## config.mk

```make
export PLATFORM = sky130hd
export DESIGN_NAME = tableau_dealer
export DESIGN_NICKNAME = d
export VERILOG_FILES = /design/src/rtl/tableau_dealer.sv
export SDC_FILE = /design/constraint.sdc
export NUM_CORES = 1
export LEC_CHECK = 0
export CAP_MARGIN = 20
export CORE_ASPECT_RATIO = 0.7
export CORE_MARGIN = 5
export CORE_UTILIZATION = 50
export CTS_CLUSTER_DIAMETER = 100
export DETAILED_ROUTE_END_ITERATION = 10
export GPL_ROUTABILITY_DRIVEN = 0
export PLACE_DENSITY = 0.79
export SLEW_MARGIN = 20
export SYNTH_ARGS = -nofsm -noshare
export SYNTH_HDL_FRONTEND = slang
export SYNTH_SLANG_ARGS = --single-unit
```

## constraint.sdc

```tcl
create_clock -name clk -period 2.83 [get_ports clk]
set_input_delay 0.283 -clock clk [delete_from_list [all_inputs] [get_ports clk]]
set_output_delay 0.283 -clock clk [all_outputs]
set_load 0.01 [all_outputs]
```

## src/rtl/tableau_dealer.sv

```systemverilog
// tableau_dealer: builds a 52-card stride permutation from a seed and deals it
// to the seven Klondike columns. Stock streaming: TABLEAU_DEALER_STOCK_STREAM_EN.
module tableau_dealer #(
    parameter int STRIDE   = 5,
    parameter int NUM_COLS = 7
) (
    input  logic       clk,
    input  logic       rst,
    input  logic       start,
    input  logic [5:0] seed,
    input  logic       col_ready,
    output logic [2:0] col_sel,
    output logic [2:0] col_cmd,
    output logic [5:0] card_out,
    output logic       stock_valid,
    input  logic       stock_ready,
    output logic [5:0] stock_card,
    output logic       busy,
    output logic       done
);

    // A stride sharing a factor with 52 would revisit cards.
    if (STRIDE < 1 || STRIDE > 51 ||
        (STRIDE % 2) == 0 || (STRIDE % 13) == 0) begin : g_bad_stride
        $error("tableau_dealer: STRIDE must be 1..51, coprime to 52");
    end

    if (NUM_COLS != 7) begin : g_bad_cols
        $error("tableau_dealer: NUM_COLS must be 7");
    end

    localparam logic [2:0] IDLE       = 3'd0;
    localparam logic [2:0] LOAD       = 3'd1;
    localparam logic [2:0] DEAL_TAB   = 3'd2;
    localparam logic [2:0] DONE       = 3'd4;
`ifdef TABLEAU_DEALER_STOCK_STREAM_EN
    localparam logic [2:0] DEAL_STOCK = 3'd3;
    localparam logic [2:0] TAB_EXIT   = DEAL_STOCK;
`else
    localparam logic [2:0] TAB_EXIT   = DONE;
`endif

    logic [2:0] state;
    logic [5:0] idx;
    logic [5:0] k;
    logic [2:0] r;
    logic [2:0] c;

    logic [5:0] seed_mod;
    logic [6:0] idx_sum;
    logic [5:0] idx_next;
    logic [5:0] card_now;
    logic       in_tab;

    // Suit by compare-subtract against 39/26/13; rank is the remainder + 1.
    function automatic logic [5:0] map_card(input logic [5:0] i);
        logic [1:0] suit;
        logic [3:0] rem;
        if (i >= 6'd39) begin
            suit = 2'd3;
            rem  = 4'(i - 6'd39);
        end else if (i >= 6'd26) begin
            suit = 2'd2;
            rem  = 4'(i - 6'd26);
        end else if (i >= 6'd13) begin
            suit = 2'd1;
            rem  = 4'(i - 6'd13);
        end else begin
            suit = 2'd0;
            rem  = 4'(i);
        end
        map_card = {suit, rem + 4'd1};
    endfunction

    assign seed_mod = (seed >= 6'd52) ? seed - 6'd52 : seed;
    assign idx_sum  = {1'b0, idx} + 7'(STRIDE);
    assign idx_next = (idx_sum >= 7'd52) ? 6'(idx_sum - 7'd52)
                                         : idx_sum[5:0];
    assign card_now = map_card(idx);
    assign in_tab   = (state == DEAL_TAB);

    // Deal sequencer: permutation index, card count and Klondike round/column.
    always_ff @(posedge clk) begin
        if (rst) begin
            state <= IDLE;
            idx   <= '0;
            k     <= '0;
            r     <= '0;
            c     <= '0;
        end else begin
            case (state)
                IDLE, DONE: begin
                    if (start) begin
                        state <= LOAD;
                        idx   <= seed_mod;
                        k     <= '0;
                        r     <= '0;
                        c     <= '0;
                    end
                end
                LOAD: state <= DEAL_TAB;
                DEAL_TAB: begin
                    if (col_ready) begin
                        k   <= k + 6'd1;
                        idx <= idx_next;
                        if (c == 3'd6) begin
                            r <= r + 3'd1;
                            c <= r + 3'd1;
                        end else begin
                            c <= c + 3'd1;
                        end
                        if (k == 6'd27) state <= TAB_EXIT;
                    end
                end
`ifdef TABLEAU_DEALER_STOCK_STREAM_EN
                DEAL_STOCK: begin
                    if (stock_ready) begin
                        k   <= k + 6'd1;
                        idx <= idx_next;
                        if (k == 6'd51) state <= DONE;
                    end
                end
`endif
                default: state <= IDLE;
            endcase
        end
    end

    // Column push port: only ever push (010) or idle, never pop.
    always_comb begin
        col_cmd  = in_tab ? 3'b010 : 3'b000;
        col_sel  = in_tab ? c : 3'd0;
        card_out = in_tab ? card_now : 6'h3f;
        busy     = (state == LOAD) || (state == DEAL_TAB);
`ifdef TABLEAU_DEALER_STOCK_STREAM_EN
        busy     = busy || (state == DEAL_STOCK);
`endif
        done     = (state == DONE);
    end

`ifdef TABLEAU_DEALER_STOCK_STREAM_EN
    // Stock port presents the current leftover card until it is taken.
    always_comb begin
        stock_valid = (state == DEAL_STOCK);
        stock_card  = stock_valid ? card_now : 6'h3f;
    end
`else
    logic unused_stock_ready;
    assign unused_stock_ready = stock_ready;

    // Stock port is inert when streaming is not built in.
    always_comb begin
        stock_valid = 1'b0;
        stock_card  = 6'h3f;
    end
`endif

endmodule
```

==> flow_summary.toml, run 1 <==
[finish]
multi_input_area_um2 = 1370
final_core_util_pct = 67.7
diodes = 0
drive_above_1_share_pct = 24.6
nets = 310
area_delta_synth_final_pct = 29.2
fillers = 327
regArea_um2 = 425
final_cells = 331

[setup_path]
cpMaxStageDelayCell = "dfxtp_4"
crit_arrival_ns = 2.51
cp-end-kind = "output port"
cp_max_fo = 6
cp_cell_sequence = "buf_4 > ha_2 > a211oi_2 > nor2b_2 > a221oi_2 > inv_1 > ha_4 > or3_1 > buf_2"
ff2ff_setup_slack_ns = 0.30
timing.rr.end = "idx[3]"
max_stage_delay_ns = 0.37
r2r_cells = 11
critPathLaunchType = "register"
critical_path_class = "register to output port"
cp.required_ns = 2.55
crit_buf_inv = 3
r2r_start = "idx[2]"
crit_family = "compound AO/OA/AOI/OAI gates"

[clocking]
cts_root_buffer = "clkbuf_8"
htreeDepth = 1
clock-sinks = 21
clock_latency_ns = 0.26
clk_pin_slew_ns = 0.08
cts_made_buffers = 3
postCtsHoldBufs = 0
clockBufferDepth = 2
cts_tree = "done"

[timing]
setup_viol = 0
hold_violations = 0
rsz0062_at_grt = "yes"
period_share_pct = 98.7
setup_ws_ns = 0.0378
fin_crit_ns = 2.79
fin_setup_tns_ns = 0
max_freq_mhz = 358
maxSlewViolCount = 0
fin_skew_ns = 0.00293

[drt]
met3_length_um = 308
drc = 0
drtIter0Drc = 90
drt_wl_total_um = 4550
detail-route-antenna-nets = 0
first_pass_iters = 4
wire_per_inst_um = 13.7
met1_length_um = 2300
dr_total_vias = 1833
top_layer_used = "met4"
wl_met2_um = 1890
viasPerCell = 5.54

[synthesis]
netlist_top_cells_area = "dfxtp_1 (23%), ha_1 (11%), a21oi_1 (4.8%)"
yosysMostFrequentCell = "nor2_1"
async_reset_ff_share_pct = 0
synth.cell_area_um2 = 1870
synth_top_area_cell = "dfxtp_1"
syn_avg_cell_area_um2 = 7.84
synth_top_cells_by_count = "nor2_1 (22), dfxtp_1 (21), nand2_1 (19)"
ys_seq_area_share_pct = 22.5
synthCells = 238
ys_seq_elements = 21
synth_edf_count = 0
yosysTopAreaCellShare_pct = 22.5
synth_ff_type = "dfxtp_1"
synthDistinctLibCells = 58
yosys_warnings = 0

[die]
die_h_um = 61.1
die_w_um = 83.0
rows = 18
io_pins = 32
design.core.area_um2 = 3560
dieArea_um2 = 5070
initial_core_util_pct = 52.4

[global_routing]
grtUsageTotal_pct = 17.1
grt-ovfl-total = 0
grt_pass1_vias = 1528
grt_max_degree = 14
grt_pass1_wl_um = 7200
antenna_found_initial = 0

[min_path]
whs_path_depth = 2
worst_hold_startpoint = "r[1]"
whs_endpoint = "r[1]"
hp-class = "register to register"

[power_and_ir_drop]
p_per_area_nw_per_um2 = 441
power_uw = 1060
p_leak_uw = 0.000979
peakVddDrop_mv = 0.360

[place]
io_buffers = 21
preCtsSetupSlack_ns = -0.186
place_hpwl_um = 3360
dp_cells = 322

[outcome]
status = "completed"

[flow_run]
maxCapViolations = 0
## area by class of cell
class,count,area share (%)
clock buffer,3,1.71
timing repair buffer,54,18.8
multi-input combinational,189,56.9
inverter,13,2.02
tap,50,2.60
sequential,21,17.7
clock inverter,1,0.312
## logic make-up (layout without fill, tap and decap cells)
family / after synthesis / after routing / synth area share [%]
AND/OR/NAND/NOR: 81 / 81 / 21.9
other: 2 / 9 / 0.403
adder cells (fa/ha/maj): 17 / 17 / 11.4
multiplexers: 5 / 5 / 3.08
buffers and inverters: 35 / 71 / 9.93
XOR/XNOR: 10 / 10 / 4.70
AO/OA/AOI/OAI: 67 / 67 / 26.0
flip-flops: 21 / 21 / 22.5
## worst register-to-register path, stage by stage, from the launching register on
cell and delay [ns]:
dfxtp_1 0.46, buf_4 0.21, inv_1 0.10, ha_1 0.22
a21oi_1 0.27, xor2_1 0.14, ha_1 0.22, nand2_1 0.07
nand2_2 0.05, a21bo_2 0.23, mux2_4 0.30, a211oi_2 0.19
## through the flow
stage | hold slack [ns] | cell area (µm²)
after detailed placement | 0.495 | 2240
final | 0.508 | 2410
after global routing | 0.563 | 2410
after CTS | 0.514 | 2310
after floorplan | 0.445 | 1890
after global placement | 0.470 | 2240
## what timing repair did
action | in CTS | in global routing
setup endpoints to repair | 4 | 4
gates resized for setup | 9 | 23
pin swaps | 3 | 10
setup buffers | 0 | 5
## layout by cell type, fill, tap and decap left out, drive strengths merged, types with 5 or more instances in the layout
cell,netlist,routed
a21oi,19,19
buf,16,35
clkdlybuf4s50,0,17
conb,2,9
dfxtp,21,21
ha,17,17
inv,13,13
nand2,20,20
nand2b,5,5
nand3b,5,5
nor2,22,22
nor3,8,8
o21ai,12,12
xor2,7,7
## power by group
part	internal, µW	total [µW]	switching, µW
Clock	99.5	204	104
Combinational	257	517	260
Sequential	312	342	30.5
## worst max-delay path by stage
stage               startpoint          end  slack [ns]  depth (start not counted)
floorplan               idx[0]  card_out[1]        0.12                          9
global placement        idx[1]  card_out[1]       -0.16                         10
detailed placement      idx[1]  card_out[1]       -0.19                         10
CTS                     idx[1]  card_out[1]       -0.14                         10
global route            idx[0]  card_out[1]       -0.11                         11
finish                  idx[1]  card_out[1]        0.04                          9
## registers in the layout (all words and copies together) (netlist names)
name,cells
k,6
state,3
r,3
c,3
idx,6
## routing by layer
metal / up-vias / GRT usage, %
li1: 923 / -
met3: 6 / 3.21
met4: 0 / 3.26
met5: - / 0
met1: 841 / 25.2
met2: 63 / 26.3
Power figures use the tool's default switching activity.
==> inputs of run 2 (changes only) <==
SLEW_MARGIN = 5   (was 20)
==> results of run 2 <==
The final DEF is identical to that of run 1; final timing and power are the same.
